`config.mk`:
```
export PLATFORM = sky130hd
export DESIGN_NAME = dsm_cic_decimator
export DESIGN_NICKNAME = d
export VERILOG_FILES = /design/src/rtl/dsm_pkg.sv /design/src/rtl/cic_integrator_stage.sv /design/src/rtl/dsm_cic_decimator.sv
export SDC_FILE = /design/constraint.sdc
export NUM_CORES = 1
export LEC_CHECK = 0
export ABC_AREA = 1
export CORE_MARGIN = 4
export CORE_UTILIZATION = 55
export DETAILED_ROUTE_END_ITERATION = 6
export GPL_ROUTABILITY_DRIVEN = 0
export PLACE_DENSITY = 0.74
export SYNTH_ARGS = -nofsm -noshare
export SYNTH_HDL_FRONTEND = slang
export SYNTH_SLANG_ARGS = --single-unit
```
`constraint.sdc`:
```
create_clock -name i_clk -period 6 [get_ports i_clk]
set_input_delay 1.2 -clock i_clk [delete_from_list [all_inputs] [get_ports i_clk]]
set_output_delay 1.2 -clock i_clk [all_outputs]
set_load 0.05 [all_outputs]
```
`src/rtl/dsm_pkg.sv`:
```
// Shared definitions for the delta-sigma datapath: bit mapping, CIC sizing helpers and the
// saturating output shift.
package dsm_pkg;

  // Widest accumulator the CIC can need (CIC_ORDER 4, DECIM_LOG2 8).
  localparam int unsigned MaxAccWidth = 34;

  // Bit-to-level mapping, also used by the DAC feedback path.
  localparam logic signed [1:0] BitPos = 2'sb01;
  localparam logic signed [1:0] BitNeg = 2'sb11;

  function automatic int unsigned cic_acc_width(input int unsigned order,
                                                input int unsigned dlog2);
    return order * dlog2 + 2;
  endfunction

  function automatic int unsigned cic_shift(input int unsigned order,
                                            input int unsigned dlog2,
                                            input int unsigned out_w);
    return order * dlog2 + 1 - out_w;
  endfunction

  // Arithmetic right shift, then clamp to an out_w-bit signed range.
  function automatic logic signed [MaxAccWidth-1:0] sat_shift(
      input logic signed [MaxAccWidth-1:0] y,
      input int unsigned                   shift,
      input int unsigned                   out_w);
    logic signed [MaxAccWidth-1:0] s;
    logic signed [MaxAccWidth-1:0] hi;
    logic signed [MaxAccWidth-1:0] lo;
    s = y >>> shift;
    hi = '0;
    hi[out_w-1] = 1'b1;
    hi = hi - MaxAccWidth'(1);
    lo = ~hi;
    if (s > hi) return hi;
    if (s < lo) return lo;
    return s;
  endfunction

endpackage

```
`src/rtl/cic_integrator_stage.sv`:
```
// One CIC integrator: an enabled, freely wrapping two's-complement accumulator.
module cic_integrator_stage #(
  parameter int unsigned Width = 10
) (
  input  logic                    i_clk,
  input  logic                    i_rst,
  input  logic                    i_en,
  input  logic signed [Width-1:0] i_data,
  output logic signed [Width-1:0] o_next,
  output logic signed [Width-1:0] o_data
);

  logic signed [Width-1:0] acc_q;

  // Wrap-around is intentional; the comb chain cancels it.
  assign o_next = acc_q + i_data;
  assign o_data = acc_q;

  always_ff @(posedge i_clk or posedge i_rst) begin
    if (i_rst) begin
      acc_q <= '0;
    end else if (i_en) begin
      acc_q <= o_next;
    end
  end

endmodule

```
`src/rtl/dsm_cic_decimator.sv`:
```
// sinc^N decimator recovering signed samples from a strobed 1-bit delta-sigma stream.
module dsm_cic_decimator
  import dsm_pkg::*;
#(
  parameter int unsigned OUT_WIDTH  = 4,
  parameter int unsigned DECIM_LOG2 = 4,
  parameter int unsigned CIC_ORDER  = 2
) (
  input  logic                        i_clk,
  input  logic                        i_rst,
  input  logic                        i_sample,
  input  logic                        i_bit,
  output logic                        o_valid,
  output logic signed [OUT_WIDTH-1:0] o_data
);

  localparam int unsigned AccWidth = cic_acc_width(CIC_ORDER, DECIM_LOG2);
  localparam int unsigned Shift    = cic_shift(CIC_ORDER, DECIM_LOG2, OUT_WIDTH);

  typedef logic signed [AccWidth-1:0] acc_t;

  logic signed [1:0] bit_val;
  acc_t              x;
  acc_t              stage_in [CIC_ORDER];
  acc_t              int_next [CIC_ORDER];

  assign bit_val = i_bit ? BitPos : BitNeg;
  assign x       = AccWidth'(bit_val);

  // Stage k integrates the already-updated output of stage k-1 within the same edge.
  for (genvar k = 0; k < CIC_ORDER; k++) begin : g_int
    if (k == 0) begin : g_first
      assign stage_in[k] = x;
    end else begin : g_rest
      assign stage_in[k] = int_next[k-1];
    end

    cic_integrator_stage #(
      .Width(AccWidth)
    ) u_int (
      .i_clk (i_clk),
      .i_rst (i_rst),
      .i_en  (i_sample),
      .i_data(stage_in[k]),
      .o_next(int_next[k]),
      .o_data()
    );
  end

  logic [DECIM_LOG2-1:0]        phase_q;
  logic [2:0]                   warm_q;
  logic                         valid_q;
  logic signed [OUT_WIDTH-1:0]  data_q;
  acc_t                         dly_q   [CIC_ORDER];
  acc_t                         comb_in [CIC_ORDER];
  acc_t                         comb_v;
  logic signed [MaxAccWidth-1:0] y_ext;
  logic signed [MaxAccWidth-1:0] sat_w;
  logic                         decim;

  assign decim = i_sample && (phase_q == '1);

  always_comb begin
    comb_v = int_next[CIC_ORDER-1];
    for (int k = 0; k < CIC_ORDER; k++) begin
      comb_in[k] = comb_v;
      comb_v     = comb_v - dly_q[k];
    end
    y_ext = MaxAccWidth'(comb_v);
    sat_w = sat_shift(y_ext, Shift, OUT_WIDTH);
  end

  always_ff @(posedge i_clk or posedge i_rst) begin
    if (i_rst) begin
      phase_q <= '0;
      warm_q  <= '0;
      valid_q <= 1'b0;
      data_q  <= '0;
      for (int k = 0; k < CIC_ORDER; k++) dly_q[k] <= '0;
    end else begin
      valid_q <= 1'b0;
      if (i_sample) phase_q <= phase_q + DECIM_LOG2'(1);
      if (decim) begin
        for (int k = 0; k < CIC_ORDER; k++) dly_q[k] <= comb_in[k];
        // Comb delay lines hold garbage until CIC_ORDER frames have passed through.
        if (warm_q < 3'(CIC_ORDER)) begin
          warm_q <= warm_q + 3'd1;
        end else begin
          valid_q <= 1'b1;
          data_q  <= sat_w[OUT_WIDTH-1:0];
        end
      end
    end
  end

  assign o_valid = valid_q;
  assign o_data  = data_q;

endmodule

```
==> results of run 1 <==
stage by stage:
step           hold WS (ps)  instance area [um^2]  TNS (ps)  std cells
2_1_floorplan           439                  3580         0        458
3_3_place_gp            452                  3910     -8.90        559
3_5_place_dp            464                  3910      -576        559
4_1_cts                 481                  4020         0        567
5_1_grt                 497                  4170      -394        568
6_report                478                  4170         0        568
final cells by class:
class | instances | area share
Inverter | 81 | 0.0730
Tap cell | 77 | 0.0231
Timing Repair Buffer | 34 | 0.0670
Clock inverter | 3 | 0.0111
Clock buffer | 5 | 0.0165
Sequential cell | 52 | 0.312
Multi-Input combinational cell | 316 | 0.497
state kept, by name (all words and copies together) (netlist names):
register and count:
o_valid 1, g_int.u_int.o_data 20, o_data 4, dly_q 20
phase_q 4, warm_q 3
repair_timing:
| action | 4_1_cts | 5_1_grt |
|---|---|---|
| buffers inserted | 0 | 1 |
| hold endpoints to repair | 0 | 0 |
| endpoints found under the setup margin | 0 | 4 |
| gates resized for setup | 0 | 24 |
| hold buffers | 0 | 0 |
worst paths after layout:
| kind | to |
|---|---|
| setup / recovery | o_data[2] |
| hold / removal | phase_q[3] |
| setup reg to reg | o_data[2] |
| max in group asynchronous | g_int[0].u_int.o_data[1] |
| hold reg to reg | phase_q[3] |
| min in group asynchronous | g_int[1].u_int.o_data[7] |
cell usage in the layout (no fill, tap or decap), drive strengths merged:
master,synthesis,layout
clkbuf,9,5
clkinvlp,0,1
buf,0,26
a31oi,3,3
a21o,2,2
nand2,126,126
fa,3,3
nor2,16,16
o21a,1,1
inv,81,82
o21ai,37,37
o21bai,3,3
o211ai,1,1
o31ai,2,2
xor2,17,17
bufinv,0,1
clkdlybuf4s50,0,8
nand4,4,4
nor3,2,2
nand3,26,26
ha,36,36
a21oi,23,23
xnor2,11,11
dfrtp,52,52
or2,3,3
metal layers:
layer | track usage | share of wire | vias to the layer above
met5 | 0 | 0 | -
met3 | 0.0345 | 0.022 | 7
met4 | 0.0742 | 0.015 | 0
met1 | 0.231 | 0.44 | 1358
met2 | 0.352 | 0.52 | 20
li1 | - | - | 1512
critical path, delay by kind of cell:
kind                     cells  cell delay (ps)
AO/OA/AOI/OAI                5              900
XOR/XNOR                     2              300
adder cells (fa/ha/maj)      4             1120
buffers and inverters        9             1100
AND/OR/NAND/NOR             15             1340
kinds of logic (layout without fill, tap and decap cells):
kind of cell    Yosys count  in the layout  synth area share
compound gates           72             72             0.109
xor+xnor                 28             28            0.0686
fa+ha+maj                39             39             0.143
buf+inv                  90            123            0.0945
flops                    52             52             0.364
simple gates            177            177             0.221
==> flow_summary.yaml, run 1 <==
run_status:
  run_status: "finished, final reports clean"
timing:
  setup_viol: 0
  finalHoldViolations: 0
  max_freq_mhz: 176
  layout_worst_path_cycle_share: 0.946
  fin_skew_ps: 10.7
  timing.final.crit_period_ps: 5680
  slew_viol_final: 0
  timing.final.ws_setup_ps: 321
  worst_pin_slew_ps: 1100
  relSlewSlack: 0.267
floorplanning:
  floorplan.die_area_um2: 7860
  floorplan.die.height_um: 88.6
  fp.coreArea_um2: 6310
  std_cell_rows: 29
  top_level_ports: 9
  initial_core_util: 0.566
  die_width_um: 88.6
synthesis:
  post-synth-top-area-cell: "dfrtp_1"
  synth.lib_cells_used.distinct: 30
  synthesis.nets: 501
  synth_most_common_cell: "nand2_1"
  postSynth.topFlopCell: "dfrtp_1"
  ys_top_cells_by_count: "115 x nand2_1, 79 x inv_1, 52 x dfrtp_1"
  synth-seq-cells: 52
  synthTopCellsByArea: "dfrtp_1 36%, ha_1 13%, nand2_1 12%, inv_1 8.3%, o21ai_0 5.0%"
  synthesis.area_per_instance_um2: 7.81
  ys_seq_area_frac: 0.364
  synth-async-reset-ratio: 1.00
  syn-instance-count: 458
  synth_enable_flop_cells: 0
  synth_area_um2: 3580
  synthDominantCellAreaShare: 0.364
  count_of_warnings_emitted_by_yosys: 0
worst_setup_path:
  critical_path_peak_fanout: 5
  worst_r2r_startpoint: "g_int[0].u_int.o_data[0]"
  timing.setup.critical_path_class: "in -> reg"
  cp_slowest_cell: "clkdlybuf4s50_1"
  worst_path_largest_cell_delay_ps: 490
  reg2reg_setup_slack_ps: 1230
  timing.critical_path.from: "i_bit"
  start_kind: "primary input"
  end_kind: "flop"
  arrival_ps: 5950
  worstRegToRegCells: 33
  cp.required_ps: 6270
  critical-path-top-cell-by-count: "nand2_1"
clock_network:
  ctsRootBufferMaster: "clkbuf_8"
  cts.reportedPaths.clkPinSlew_ps: 110
  tritoncts: "yes"
  tritoncts_num_sinks: 52
  clock_insertion_delay_at_the_later_pin_of_the_skew_report_ps: 320
  clock_tree.htree_level_count: 2
  clock_path_buffers: 2
  tritoncts.num_buffers: 5
finish:
  seq_area_um2: 1300
  n_antenna_cell: 0
  post-route-util: 0.660
  nets_final: 533
  area.growth.synth_to_final_pct: 16.5
  layout-drive-gt1-share: 0.159
  filler_cell_count: 545
  combined_area_of_the_multi_input_logic_cells_um2: 2070
drt:
  wl_um: 7210
  remaining_drc_errors: 0
  post_drt_wl_per_cell_um: 12.7
  detailedRoute.firstPassIterationCount: 4
  viasPerCell: 5.10
  antenna_left: 0
  vias: 2897
  detailedRoute.firstIterationViolations: 102
global_route:
  antenna_found_initial: 0
  grtUsageTotal: 0.196
  maximum_number_of_pins_on_one_net_before_global_route_repair: 53
  vias_in_the_first_global_route: 2886
  overflow: 0
  grt_first_pass_wirelength_um: 12100
place:
  post-dp-hpwl_um: 5100
  place.port_buffers: 8
  pre_cts_ws_ps: -160
hold_path:
  worst_min_delay_path_startpoint: "phase_q[3]"
  worstHoldPathType: "reg -> reg"
  min_path_cells: 1
job:
  cap_violations: 0
Power of run 1 is left out: the tool's default activity adds up to more than one toggle a clock period on the data nets, which glitch-free logic cannot reach.
==> inputs of run 2 (changes only) <==
--- a/config.mk
+++ b/config.mk
@@ -7,10 +7,11 @@
 export LEC_CHECK = 0
 export ABC_AREA = 1
 export CORE_MARGIN = 4
-export CORE_UTILIZATION = 55
+export CORE_UTILIZATION = 39
 export DETAILED_ROUTE_END_ITERATION = 6
 export GPL_ROUTABILITY_DRIVEN = 0
-export PLACE_DENSITY = 0.74
+export PLACE_DENSITY = 0.56
+export RECOVER_POWER = 100
 export SYNTH_ARGS = -nofsm -noshare
 export SYNTH_HDL_FRONTEND = slang
 export SYNTH_SLANG_ARGS = --single-unit
==> flow_summary.yaml, run 2 (same netlist as run 1, synthesis figures left out) <==
place:
  post-dp-hpwl_um: 5280
  post_dp_cell_area_um2: 4010
  place_inst: 598
  place.port_buffers: 8
  pre_cts_ws_ps: -215
floorplanning:
  initial_core_util: 0.406
  std_cell_rows: 34
  floorplan.die.height_um: 104
  floorplan.die_area_um2: 10800
  top_level_ports: 9
  die_width_um: 104
  fp.coreArea_um2: 8810
run_status:
  failed_checks: "capacitance limit, slew limit"
  run_status: "complete, but fails checks"
finish:
  combined_area_of_the_multi_input_logic_cells_um2: 1960
  layout-drive-gt1-share: 0.138
  filler_cell_count: 864
  nets_final: 542
  final_cells: 608
  most_used_cells_in_the_layout_excluding_fill_and_tap_cells: "115 x nand2_1, 78 x inv_1, 52 x dfrtp_1"
  n_antenna_cell: 0
  area.growth.synth_to_final_pct: 15.4
  stdcell_area_um2: 4130
  layout_commonest_cell: "nand2_1"
  seq_area_um2: 1300
global_route:
  grtUsageTotal: 0.138
  maximum_number_of_pins_on_one_net_before_global_route_repair: 53
  grt_first_pass_wirelength_um: 12500
  overflow: 0
  vias_in_the_first_global_route: 2825
  antenna_found_initial: 0
clock_network:
  tritoncts.num_buffers: 5
  tritoncts_num_sinks: 52
  postCtsHoldBufs: 0
  clock_path_buffers: 2
  ctsRootBufferMaster: "clkbuf_8"
  tritoncts: "yes"
  clock_tree.htree_level_count: 2
  cts.reportedPaths.clkPinSlew_ps: 110
  clock_insertion_delay_at_the_later_pin_of_the_skew_report_ps: 320
worst_setup_path:
  cp.required_ps: 6220
  cp_slowest_cell: "fa_2"
  worst_path_largest_cell_delay_ps: 380
  critical-path-top-cell-by-count: "nand2_1"
  critical_path_peak_fanout: 3
  worst_r2r_endpoint: "o_data[1]"
  worst_r2r_startpoint: "g_int[0].u_int.o_data[0]"
  reg2reg_setup_slack_ps: 1160
  arrival_ps: 5660
  start_kind: "primary input"
  end_kind: "flop"
  critical_path.top_delay_family: "adder cells"
  timing.setup.critical_path_class: "in -> reg"
  worstRegToRegCells: 29
  cp_num_buf_inv: 8
hold_path:
  worstHoldPathType: "reg -> reg"
  worst_min_delay_path_startpoint: "o_data[0]"
  hold_path_end: "o_data[0]"
  min_path_cells: 2
drt:
  remaining_drc_errors: 0
  viasPerCell: 4.66
  wl_um: 7020
  detailedRoute.firstPassIterationCount: 4
  detailedRoute.firstIterationViolations: 86
  vias: 2834
  antenna_left: 0
  post_drt_wl_per_cell_um: 11.5
timing:
  relSlewSlack: -0.955
  max_freq_mhz: 184
  timing.final.crit_period_ps: 5440
  slew_viol_final: 53
  fin_skew_ps: 7.47
  grt_setup_unrepaired: "no"
  worst_pin_slew_ps: 2930
  timing.final.ws_setup_ps: 561
  layout_worst_path_cycle_share: 0.907
  setup_viol: 0
  finalHoldViolations: 0
job:
  cap_violations: 1
## run 2: cell types whose count changed in the layout (fill, tap and decap cells not counted), sizes merged
| cell | previous run | this run |
|---|---|---|
| clkdlybuf4s50 | 8 | 0 |
| dlygate4sd3 | 0 | 7 |
| bufinv | 1 | 0 |
| clkinv | 0 | 1 |
| clkbuf | 5 | 12 |
| buf | 26 | 28 |
| dlymetal6s2s | 0 | 1 |
## run 2: routing by layer
metal | GRT usage | part of all wire | up-vias | wire length, um
li1 | - | - | 1527 | -
met1 | 0.175 | 0.48 | 1282 | 3350
met2 | 0.243 | 0.49 | 17 | 3440
met3 | 0.0187 | 0.019 | 8 | 134
met4 | 0.0418 | 0.013 | 0 | 91
met5 | 0 | 0 | - | 0
## run 2: per-stage QoR
stage          TNS (ps)   util  hold slack (ps)
3_5_place_dp       -788  0.455              466
6_report              0  0.469              481
5_1_grt               0  0.469              505
2_1_floorplan         0      -              439
3_3_place_gp       -349  0.455              455
4_1_cts               0  0.465              490
## run 2: cell type report
class                      instances  area share
sequential                        52       0.315
clock inverter                     3     0.00606
clock buffer                       5      0.0167
multi-input combinational        316       0.476
timing repair buffer              43      0.0800
tap                              108      0.0327
inverter                          81      0.0737
## run 2: how the worst max path moves through the flow
stage	startpoint	to	slack, ps	cells after the start
after floorplan	i_bit	o_data[0]	620	34
after global placement	i_bit	o_data[1]	-100	30
after detailed placement	i_bit	o_data[1]	-210	30
after CTS	i_bit	o_data[1]	130	30
after global routing	i_bit	o_data[2]	110	31
final	i_bit	o_data[1]	560	30
## run 2: worst reg2reg max path: cells and delay by family, from the launching register on
kind / cells / cell delay (ps)
buffers and inverters: 7 / 640
AOI/OAI and AO/OA: 5 / 1000
adders and majority gates: 4 / 1300
and+or+nand+nor: 10 / 670
DFF: 1 / 470
xor gates and xnor gates: 3 / 690
## run 2: repair_timing
item | CTS | global route
endpoints found under the setup margin | 0 | 4
setup buffers | 0 | 2
gates resized for setup | 0 | 14
Power of run 2 is left out for the same reason.
